===== src/rtl/btn_reset_ctrl.sv =====
// Button debouncer plus CPU reset sequencer and run/single-step controller.
// Optional feature macro: BTN_LONGPRESS_EN (a long hold of btn 1 leaves step mode).
module btn_reset_ctrl #(
  parameter int NUM_BTN          = 2,
  parameter int DEBOUNCE_CYCLES  = 65536,
  parameter int RESET_HOLD       = 16,
  parameter int LONGPRESS_CYCLES = 2**22
) (
  input  logic               clk,
  input  logic               reset,
  input  logic [NUM_BTN-1:0] btn_n,
  output logic [NUM_BTN-1:0] btn_level,
  output logic [NUM_BTN-1:0] btn_press,
  output logic [NUM_BTN-1:0] btn_release,
  output logic               cpu_reset_n,
  output logic               step_mode,
  output logic               cpu_clk_en
);

  if (NUM_BTN < 2 || LONGPRESS_CYCLES < 1) begin : g_bad_param
    $error("btn_reset_ctrl: NUM_BTN must be >= 2 and LONGPRESS_CYCLES >= 1");
  end

  localparam int                DB_W    = $clog2(DEBOUNCE_CYCLES + 1);
  localparam logic [DB_W-1:0]   DB_LAST = DB_W'(DEBOUNCE_CYCLES - 1);
  localparam int                HOLD_W  = $clog2(RESET_HOLD + 1);
  localparam logic [HOLD_W-1:0] HOLD_LAST = HOLD_W'(RESET_HOLD - 1);

  typedef enum logic [1:0] {HOLD, RUN, STEP, WAIT_REL} state_t;

  logic [NUM_BTN-1:0] sync1, sync2;
  logic [NUM_BTN-1:0] pressed;
  logic [DB_W-1:0]    db_cnt [NUM_BTN];

  state_t             state;
  logic               target_step;
  logic [HOLD_W-1:0]  hold_cnt;
  logic               lp_hit;

  // NOTE: sequential state always uses non-blocking assignment so every flop samples pre-edge values.
  always_ff @(posedge clk) begin
    if (!reset) begin
      sync1 <= '1;
      sync2 <= '1;
    end else begin
      sync1 <= btn_n;
      sync2 <= sync1;
    end
  end

  assign pressed = ~sync2;

  // A level only flips after the synced input has disagreed with it for DEBOUNCE_CYCLES cycles.
  always_ff @(posedge clk) begin
    if (!reset) begin
      btn_level   <= '0;
      btn_press   <= '0;
      btn_release <= '0;
      // NOTE: the counter array is small and must start from zero, so it is reset like any register.
      for (int i = 0; i < NUM_BTN; i++) db_cnt[i] <= '0;
    end else begin
      btn_press   <= '0;
      btn_release <= '0;
      for (int i = 0; i < NUM_BTN; i++) begin
        if (pressed[i] == btn_level[i]) begin
          db_cnt[i] <= '0;
        end else if (db_cnt[i] == DB_LAST) begin
          btn_level[i]   <= pressed[i];
          btn_press[i]   <= pressed[i];
          btn_release[i] <= ~pressed[i];
          db_cnt[i]      <= '0;
        end else begin
          db_cnt[i] <= db_cnt[i] + DB_W'(1);
        end
      end
    end
  end

`ifdef BTN_LONGPRESS_EN
  logic [31:0] lp_cnt;

  assign lp_hit = (state == STEP) && btn_level[1] && (lp_cnt == 32'(LONGPRESS_CYCLES - 1));

  always_ff @(posedge clk) begin
    if (!reset || state != STEP || !btn_level[1] || lp_hit) lp_cnt <= '0;
    else                                                    lp_cnt <= lp_cnt + 32'd1;
  end
`else
  assign lp_hit = 1'b0;
`endif

  // The reset edge doubles as HOLD entry, so both paths give RESET_HOLD low cycles.
  always_ff @(posedge clk) begin
    if (!reset) begin
      state       <= HOLD;
      target_step <= 1'b0;
      hold_cnt    <= '0;
      cpu_reset_n <= 1'b0;
      step_mode   <= 1'b0;
      cpu_clk_en  <= 1'b0;
    end else begin
      case (state)
        HOLD: begin
          if (hold_cnt == HOLD_LAST) begin
            state       <= target_step ? STEP : RUN;
            step_mode   <= target_step;
            cpu_reset_n <= 1'b1;
            cpu_clk_en  <= ~target_step;
            hold_cnt    <= '0;
          end else begin
            hold_cnt    <= hold_cnt + HOLD_W'(1);
            cpu_reset_n <= 1'b0;
            cpu_clk_en  <= 1'b1;
          end
        end
        RUN: begin
          if (btn_press[0]) begin
            state       <= HOLD;
            target_step <= 1'b0;
            hold_cnt    <= '0;
            cpu_reset_n <= 1'b0;
            cpu_clk_en  <= 1'b1;
          end else if (btn_press[1]) begin
            state       <= WAIT_REL;
            target_step <= 1'b1;
            cpu_clk_en  <= 1'b0;
          end else begin
            cpu_clk_en  <= 1'b1;
          end
        end
        STEP: begin
          if (btn_press[0]) begin
            state       <= HOLD;
            target_step <= 1'b1;
            hold_cnt    <= '0;
            cpu_reset_n <= 1'b0;
            cpu_clk_en  <= 1'b1;
          end else if (lp_hit) begin
            state       <= WAIT_REL;
            target_step <= 1'b0;
            cpu_clk_en  <= 1'b0;
          end else begin
            cpu_clk_en  <= btn_press[1];
          end
        end
        WAIT_REL: begin
          if (btn_level == '0) begin
            state      <= target_step ? STEP : RUN;
            step_mode  <= target_step;
            cpu_clk_en <= ~target_step;
          end else begin
            cpu_clk_en <= 1'b0;
          end
        end
        default: state <= HOLD;
      endcase
    end
  end

endmodule

===== config.mk =====
export PLATFORM = sky130hd
export DESIGN_NAME = btn_reset_ctrl
export DESIGN_NICKNAME = d
export VERILOG_FILES = /design/src/rtl/btn_reset_ctrl.sv
export SDC_FILE = /design/constraint.sdc
export NUM_CORES = 1
export LEC_CHECK = 0
export CORE_ASPECT_RATIO = 0.75
export CORE_MARGIN = 2
export CORE_UTILIZATION = 54
export DETAILED_ROUTE_END_ITERATION = 6
export GPL_TIMING_DRIVEN = 0
export PLACE_DENSITY = 0.85
export SLEW_MARGIN = 15
export SYNTH_ARGS = -nofsm -noshare
export SYNTH_HDL_FRONTEND = slang
export SYNTH_SLANG_ARGS = --single-unit

===== constraint.sdc =====
create_clock -name clk -period 2.4 [get_ports clk]
set_input_delay 0.24 -clock clk [delete_from_list [all_inputs] [get_ports clk]]
set_output_delay 0.24 -clock clk [all_outputs]
set_load 0.02 [all_outputs]

# Word-level counts from Yosys, hierarchy flattened
# Memories as Yosys holds them, arrays and structs flattened.
# Cells that the tools add are included.
# Widths: inputs -> output; s select.
dict set report totals {
  ff_bits 21
  word_cells 115
  inputBits 4
  latchBits 0
  rom_bits 0
  mem_count 1
  ramBits 34
}
dict set report op_classes {
  magnitude_cmp 0
  add_sub_neg 3
  bitwise_logic 15
  mux 55
  eq_ne 13
  multipliers 0
  div_mod_pow 0
  reduce_logical 14
  shifts 0
}
# memory depth width rd rd_ports_with_merged_regs write_ports line_no
set memory_table {}
lappend memory_table {db_cnt 2 17 2 0 2 33} ;# logic [DB_W-1:0] db_cnt [NUM_BTN];
# cell count
set op_table {}
lappend op_table {{$mux 17} 6}
lappend op_table {{$mux 1} 35}
lappend op_table {{$add 17x1->17 const B} 2}
lappend op_table {{$eq 17x16->1 const B} 2}
lappend op_table {{$mux 2} 6}
lappend op_table {{$mux 5} 2}
lappend op_table {{$pmux 5 s2} 1}
lappend op_table {{$not 1->1} 8}
lappend op_table {{$pmux 2 s4} 1}
lappend op_table {{$ne 2x2->1 const B} 3}
lappend op_table {{$or 1x1->1} 6}
lappend op_table {{$pmux 1 s2} 3}
lappend op_table {{$reduce_and 2->1} 3}
lappend op_table {{$reduce_and 3->1} 2}
lappend op_table {{$reduce_bool 2->1} 3}
lappend op_table {{$reduce_or 3->1} 2}
lappend op_table {{$add 5x1->5 const B} 1}
lappend op_table {{$eq 5x4->1 const B} 1}
lappend op_table {{$eq 2x2->1 const B} 2}
lappend op_table {{$logic_not 2->1} 2}
lappend op_table {{$pmux 1 s4} 1}
lappend op_table {{$reduce_and 4->1} 1}
lappend op_table {{$ne 3x3->1 const B} 1}
lappend op_table {{$eq 1x1->1} 2}
lappend op_table {{4 further kinds} 4}

# Longest topological paths before layout
# Gate-level depths: netlist (run 1).
dict set report logic_depth {
  word_depth 8
  mapped_depth 9
  depth_no_buf 7
}

# Worst setup path before layout (run 1)
# OpenSTA, ideal clock, no wires.
dict set report synth_timing {
  path_kind {flip-flop to flip-flop}
  startpoint {mem db_cnt[0][0] in the netlist's numbering}
  endpoint {mem db_cnt[0][10] in the netlist's numbering (data pin)}
  setup_slack_ns -0.042
  path_buffers 2
  arrival_time_ns 2.176
  setup_ns 0.266
  required_ns 2.134
  path_stages_with_launch 10
  path_cell_list {edfxtp_1 > ha_1 > nand4_1 > nor4_1 > and3_1 > ha_1 > or3_1 > clkbuf_1 > clkbuf_1 > nor2_1}
}
# element line_no
set synth_rtl {}
lappend synth_rtl {{from (decl)} 33}

==> impl_metrics.yaml, run 1 <==
status:
  outcome: "finished clean"
job:
  cap_violations: 0
power:
  switching_share: 0.3096
  ir_drop_mv: 0.2989
  combPwrFrac: 0.251
  pwr-share-clk: 0.226
  power_density_nw_per_um2: 685.6
  power.leakage_nw: 1.146
  p_int_mw: 1.498
  power.share.sequential: 0.524
  p_switching_mw: 0.6719
cts:
  clkSinkCount: 55
  tritoncts: "yes"
  cts_buffers: 5
  htreeDepth: 2
  clock_path_buffers: 2
  cts-root-buf: "clkbuf_8"
  clk_pin_slew_ps: 90
  clkLatencyLatePin_ps: 310
sta:
  slew_viol_final: 0
  grt_setup_unrepaired: "no"
  final.setup_skew_ps: 11.59
  finalSetupViolCount: 0
  period_share: 0.9259
  fmax_ghz: 0.4500
  fin_crit_ps: 2222
  timing_hold_violations_final: 0
synth:
  mappedNetlistArea_sq_um: 2723
  synth_warnings: 0
  ys_ff_latch: 55
  syn_inst: 271
  ys.flop_type: "edfxtp_1"
  synthTopCellsByArea: "edfxtp_1 (38%), dfxtp_1 (15%), xnor2_1 (6.8%)"
  synth_commonest_cells: "nor2_1 (39), edfxtp_1 (34), dfxtp_1 (21), xnor2_1 (21), nand2_1 (19)"
  ys_seq_area_frac: 0.5294
  synth_edf_count: 34
  synth_top_area_frac: 0.3750
  yosysTopAreaCell: "edfxtp_1"
  async_flop_share: 0
  synth_cell_types: 42
  syn_area_per_cell_sq_um: 10.05
  yosysMostFrequentCell: "nor2_1"
routing:
  drc: 0
  via_count: 2028
  routed_wl_microns: 4936
  drt_pass1_iterations: 4
  vias_per_cell: 5.268
  wire_per_inst_microns: 12.82
  ant_nets: 0
  drt_iter0_drc: 128
global_route:
  globalRouteOverflowTotal: 0
  antenna_found_initial: 0
  grt_max_degree: 16
  grt_pass1_vias: 1920
  grt_pass1_wl_microns: 8473
  grt_usage: 0.1955
setup_path:
  worstPathArrival_ps: 2390
  crit_fanout: 10
  critical_path_class: "reg -> reg"
  required_ps: 2570
  slowest_stage: "edfxtp_1"
  cp_top_family: "simple AND/OR/NAND/NOR gates"
  path_cells: "ha_1, nand4_1, nor4_2, and3_1, ha_1, or3_4, clkbuf_4, nor2_1"
  end_kind: "flop"
  cp-start-kind: "flop"
  cpPeakStageDelay_ps: 450
  path_buf_inv: 1
  crit_top_cell: "ha_1"
die:
  core_sq_um: 4872
  start_util: 0.5588
  die_area_sq_um: 5632
  die_h_microns: 65.50
  num_rows: 22
  io_pins: 13
  fp.dieW_microns: 85.99
worst_hold_path:
  hp-class: "in -> reg"
place:
  post-dp-hpwl_microns: 3622
  placedCellCount: 375
  io_buffer_count: 11
  dpl_cell_area_sq_um: 3033
  place_congestion: 0.7772
layout:
  syn_to_final_growth_pct: 16.27
  final_cell_area_sq_um: 3166
  fin_cells: 385
  drive_above_1_share: 0.07077
  nets: 337
  num_antenna_cells: 0
[state kept, by name (all words and copies together) (netlist names)]
register     count
cpu_reset_n      1
btn_press        2
cpu_clk_en       1
target_step      1
sync2            2
btn_level        2
btn_release      2
sync1            2
state            2
db_cnt          34
hold_cnt         5
step_mode        1
[layer usage]
| metal | routed length, microns | track usage |
|---|---|---|
| met5 | 0 | 0 |
| met1 | 2366 | 0.2535 |
| met3 | 188 | 0.05905 |
| met2 | 2353 | 0.3169 |
| met4 | 27 | 0.05952 |
[layout by cell type, fill, tap and decap left out, types with 3 or more instances in the layout]
master           synthesis  layout
nor2_1                  39      39
and3_1                   3       3
inv_1                   15      15
a21oi_1                 10      10
clkdlybuf4s50_1          0      11
clkbuf_1                 8       5
nand3_1                 11      11
nand2b_1                 6       6
ha_1                     9       9
dfxtp_1                 21      21
nand2_1                 19      18
o21ai_0                  5       5
clkbuf_8                 0       5
nor4_1                  10       9
buf_4                    0       5
nand4_1                  6       6
conb_1                   1      34
nor3_1                   9       9
xor2_1                   5       5
edfxtp_1                34      34
xnor2_1                 21      21
or3_1                    7       5
[per-stage QoR]
step	setup WS [ps]	util	hold WS (ps)	TNS [ps]	total power [mW]
final	177.8	0.6497	212.0	0	2.170
after global routing	52.89	0.6497	211.8	0	2.288
after CTS	13.59	0.6479	208.2	0	2.176
after detailed placement	-399.6	0.6225	400.7	-6570	1.682
after global placement	-340.9	0.6225	388.9	-5607	1.644
after floorplan	52.66	-	341.5	0	1.555
[cells by family (layout without fill, tap and decap cells)]
logic type	Yosys count	in the layout	share of synthesized area
AO/OA/AOI/OAI	33	33	0.08272
XOR/XNOR	26	26	0.08364
adder cells (fa/ha/maj)	9	9	0.04136
buffers and inverters	25	46	0.03538
flip-flops	55	55	0.5294
multiplexers	2	2	0.007353
other	1	34	0.001377
AND/OR/NAND/NOR	120	120	0.2187
[final timing paths]
path                         startpoint                         end  slack [ps]  cells past startpoint
max reg2reg  db_cnt[0][1]$_SDFFCE_PN0P_  db_cnt[0][6]$_SDFFCE_PN0P_         180                      8
max          db_cnt[0][1]$_SDFFCE_PN0P_  db_cnt[0][6]$_SDFFCE_PN0P_         180                      8
min                               reset         sync2[0]$_SDFF_PN1_         210                      2
min reg2reg         sync1[1]$_SDFF_PN1_         sync2[1]$_SDFF_PN1_         410                      1
[power groups by stage]
stage                     logic, mW  clock network [mW]  registers [mW]
final                         0.544               0.490            1.14
after global routing          0.596               0.548            1.14
after CTS                     0.532               0.508            1.14
after detailed placement      0.525                   0            1.16
after global placement        0.495                   0            1.15
after floorplan               0.405                   0            1.15
[timing repair]
action	CTS	global route
resized for setup	4	3
pin swaps	3	0
buffers inserted	5	0
endpoints found under the setup margin	25	20
hold buffers	0	0
[layout make-up]
class,count,area (sq um)
Timing Repair Buffer,16,147.6
Fill cell,401,1707
Sequential cell,55,1441
Buffer,7,36.28
Clock inverter,1,5.005
Tap cell,60,75.07
Multi-Input combinational cell,224,1328
Inverter,15,56.30
Clock buffer,7,76.32
Power figures use the tool's default switching activity.
==> inputs of run 2 (changes only) <==
CORE_UTILIZATION = 35   (was 54)
PLACE_DENSITY = 0.61   (was 0.85)
clock period = 2.1 ns   (was 2.4 ns; I/O delays follow)
==> impl_metrics.yaml, run 2 (synthesis results as in run 1) <==
layout:
  top_register: "db_cnt"
  num_antenna_cells: 0
  nets: 363
  top_regs: "db_cnt x34, hold_cnt x5"
  largest_reg_flops: 34
  syn_to_final_growth_pct: 30.79
  final_cell_area_sq_um: 3561
  drive_above_1_share: 0.1909
  layout_common_cells: "edfxtp_1 (34), conb_1 (34), nor2_1 (30)"
setup_path:
  cp-start-kind: "flop"
  end_kind: "flop"
  worstPathArrival_ps: 2230
  r2r_slack_ps: 40
  critical_path_class: "reg -> reg"
  required_ps: 2270
  crit_fanout: 7
sta:
  fin_setup_tns_ps: 0
  fin_crit_ps: 2060
  timing_hold_violations_final: 0
  fmax_ghz: 0.4855
  grt_setup_unrepaired: "yes"
  final.setup_skew_ps: 18.87
  period_share: 0.9809
  slew_viol_final: 0
  finalSetupViolCount: 0
  post-route-worst-setup-slack_ps: 40.12
global_route:
  grt_pass1_wl_microns: 9301
  grt_max_degree: 18
  grt_pass1_vias: 2015
  globalRouteOverflowTotal: 0
  grt_usage: 0.1368
  antenna_found_initial: 0
routing:
  ant_nets: 0
  routed_wl_microns: 5561
  drc: 0
  drt_iter0_drc: 53
  routed.top_layer: "met4"
  met3_length_microns: 151
  wl_met1_microns: 2803
  wire_per_inst_microns: 12.30
  via_count: 2137
  vias_per_cell: 4.728
  route.met2.wl_microns: 2539
  drt_pass1_iterations: 4
die:
  io_pins: 13
  die_h_microns: 80.38
  fp.dieW_microns: 105.8
  core_sq_um: 7432
  num_rows: 27
  start_util: 0.3663
  die_area_sq_um: 8507
cts:
  clock_path_buffers: 2
  clkLatencyLatePin_ps: 310
  cts_buffers: 5
  cts-root-buf: "clkbuf_8"
  clkSinkCount: 55
  htreeDepth: 2
  tritoncts: "yes"
  clk_pin_slew_ps: 110
place:
  io_buffer_count: 11
  dp_worst_setup_slack_ps: -417.8
  post-dp-hpwl_microns: 3530
  dpl_cell_area_sq_um: 3110
  place_congestion: 0.7915
power:
  ir_drop_mv: 0.3169
  power.leakage_nw: 1.294
  power_density_nw_per_um2: 710.3
  p_total_mw: 2.529
status:
  outcome: "finished clean"
worst_hold_path:
  hp-class: "in -> reg"
job:
  cap_violations: 0
==> run 2: cell types whose count changed in the layout (fill, tap and decap cells not counted), sizes merged <==
| cell | previous run | this run |
|---|---|---|
| clkinv | 1 | 2 |
| clkbuf | 13 | 12 |
| buf | 6 | 32 |
==> run 2: report_power, final <==
| part | internal (mW) | leakage [nW] | switching [mW] |
|---|---|---|---|
| registers | 1.22 | 0.522 | 0.0703 |
| clock network | 0.237 | 0.0452 | 0.354 |
| logic | 0.278 | 0.727 | 0.366 |
==> run 2: per-stage QoR <==
stage | utilization | cells | hold WS [ps]
floorplan | - | 304 | 311.5
global placement | 0.4185 | 416 | 395.3
detailed placement | 0.4185 | 416 | 396.4
CTS | 0.4596 | 443 | 189.1
global route | 0.4791 | 452 | 193.0
finish | 0.4791 | 452 | 187.9
==> run 2: path summary, 6_finish.rpt <==
path / startpoint / end / cells past startpoint
max: db_cnt[0][1]$_SDFFCE_PN0P_ / db_cnt[0][0]$_SDFFCE_PN0P_ / 9
min: reset / sync1[1]$_SDFF_PN1_ / 2
max reg2reg: db_cnt[0][1]$_SDFFCE_PN0P_ / db_cnt[0][0]$_SDFFCE_PN0P_ / 9
min reg2reg: sync1[1]$_SDFF_PN1_ / sync2[1]$_SDFF_PN1_ / 1
==> run 2: layer usage <==
layer  vias to the layer above  track usage
met2                        30       0.2303
met3                        10      0.03166
met5                         -            0
li1                       1085            -
met4                         0      0.03816
met1                      1012       0.1776
==> run 2: layout make-up <==
class                   count  area (sq um)
plain buffers               9         78.83
inverters                  15         56.30
flip-flops and latches     55          1441
clock buffers               6         72.57
repair buffers             40         335.3
well taps                 101         126.4
multi-input cells         224          1436
clock inverters             2         13.76
fillers                   718          3871
==> run 2: worst max-delay path: stages (launching register included) <==
cell and delay (ps):
edfxtp_1 460, ha_4 190, nand4_1 110, nor4_2 60, and3_4 200, ha_4 160
or3_4 360, buf_8 140, buf_8 140, nor2_4 80
==> run 2: what timing repair did <==
item	CTS	global route
setup endpoints to repair	33	35
cloned	1	0
gates resized for setup	14	21
buffers inserted	20	10
hold buffers	0	0
pin swaps	10	15
==> inputs of run 3 (changes only) <==
CORE_UTILIZATION = 59   (was 35)
PLACE_DENSITY = 0.88   (was 0.61)
RECOVER_POWER = 100   (was default)
clock period = 2 ns   (was 2.1 ns; I/O delays follow)
==> impl_metrics.yaml, run 3 (synthesis results as in run 1) <==
status:
  outcome: "finished, violations left"
  violations: "setup timing"
cts:
  clkSinkCount: 55
  clk_pin_slew_ps: 110
  cts_buffers: 5
  htreeDepth: 2
  clkLatencyLatePin_ps: 330
  cts-root-buf: "clkbuf_8"
  tritoncts: "yes"
  clock_path_buffers: 2
routing:
  wire_per_inst_microns: 17.76
  drc: 0
  drt_iter0_drc: 233
  ant_nets: 0
  via_count: 2368
  drt_pass1_iterations: 6
  routed_wl_microns: 7263
  vias_per_cell: 5.790
sta:
  hold-worst-slack_ps: 141.5
  fmax_ghz: 0.4715
  timing_hold_violations_final: 0
  post-route-worst-setup-slack_ps: -120.9
  grt_setup_unrepaired: "yes"
  finalSetupViolCount: 32
  period_share: 1.060
  fin_crit_ps: 2121
  final.setup_skew_ps: 18.54
  slew_viol_final: 0
setup_path:
  end_kind: "flop"
  slowest_stage: "or3_1"
  worstPathArrival_ps: 2310
  cp-start-kind: "flop"
  crit_fanout: 5
  required_ps: 2190
  cpPeakStageDelay_ps: 500
  path_cells: "buf_4, buf_4, nand4_4, or3_1, or4_1, a21oi_2"
  cp_top_family: "simple AND/OR/NAND/NOR gates"
  path_buf_inv: 2
  crit_top_cell: "buf_4"
  critical_path_class: "reg -> reg"
die:
  fp.dieW_microns: 82.44
  core_sq_um: 4441
  num_rows: 21
  io_pins: 13
  die_h_microns: 62.83
  die_area_sq_um: 5180
  start_util: 0.6131
layout:
  drive_above_1_share: 0.2244
  utilization: 0.8129
  top_register: "db_cnt"
  largest_reg_flops: 34
  num_antenna_cells: 0
  layout_common_cells: "edfxtp_1 (34), conb_1 (34), buf_4 (31)"
  final_cell_area_sq_um: 3610
  nets: 364
  fillerInstances: 247
  syn_to_final_growth_pct: 32.58
  top_regs: "db_cnt x34, hold_cnt x5"
global_route:
  grt_max_degree: 18
  antenna_found_initial: 0
  grt_pass1_vias: 2167
  grt_pass1_wl_microns: 10380
  grt_usage: 0.2643
  globalRouteOverflowTotal: 0
worst_hold_path:
  hp-class: "in -> reg"
power:
  ir_drop_mv: 0.5692
  power_density_nw_per_um2: 755.3
  power.leakage_nw: 1.369
place:
  place_congestion: 0.7888
  io_buffer_count: 11
  post-dp-hpwl_microns: 3685
  dpl_cell_area_sq_um: 3087
job:
  cap_violations: 0
-- run 3: changes by cell type in the layout (fill, tap and decap cells not counted), sizes merged --
| cell | change |
|---|---|
| clkinv | -1 |
| clkinvlp | +1 |
| dlygate4sd3 | +10 |
| buf | +1 |
| clkdlybuf4s50 | -10 |
-- run 3: per-layer routing --
| metal | GRT usage | up-vias | wire (microns) |
|---|---|---|---|
| met2 | 0.4204 | 120 | 3572 |
| met5 | 0 | - | 0 |
| met1 | 0.3538 | 1114 | 2912 |
| met4 | 0.07083 | 0 | 279 |
| li1 | - | 1095 | - |
| met3 | 0.07225 | 39 | 498 |
-- run 3: area by class of cell --
cell class	count	area, sq um	area share
multi-input combinational	224	1508	0.4177
sequential	55	1441	0.3993
inverter	15	56.30	0.01560
clock inverter	2	12.51	0.003466
buffer	6	66.31	0.01837
tap	57	71.32	0.01976
clock buffer	6	72.57	0.02010
timing repair buffer	44	381.6	0.1057
-- run 3: final timing paths --
path / start / end / slack, ps / cells past startpoint
worst max-delay path: db_cnt[0][0]$_SDFFCE_PN0P_ / db_cnt[0][13]$_SDFFCE_PN0P_ / -120 / 6
worst min-delay path: reset / sync1[0]$_SDFF_PN1_ / 140 / 2
worst max register to register: db_cnt[0][0]$_SDFFCE_PN0P_ / db_cnt[0][13]$_SDFFCE_PN0P_ / -120 / 6
worst min register to register: sync1[0]$_SDFF_PN1_ / sync2[0]$_SDFF_PN1_ / 440 / 1
-- run 3: where the power goes --
group	total (mW)	internal (mW)	switching [mW]
sequential	1.37	1.29	0.0829
combinational	0.715	0.291	0.424
clock	0.643	0.246	0.396
-- run 3: per-stage QoR --
step	TNS [ps]	total power, mW	std cells	setup slack (ps)
global placement	-5285	1.986	372	-309.2
floorplan	-516.2	1.870	304	-53.53
finish	-2016	2.726	409	-120.9
CTS	-1486	2.642	406	-129.2
global route	-4342	2.822	409	-153.0
detailed placement	-6606	2.017	372	-371.3
-- run 3: repair_timing --
item,in CTS,in global routing
pin swaps,11,12
gates cloned,1,1
setup endpoints to repair,34,39
gates resized for setup,17,25
hold buffers,0,0
setup buffers,26,9
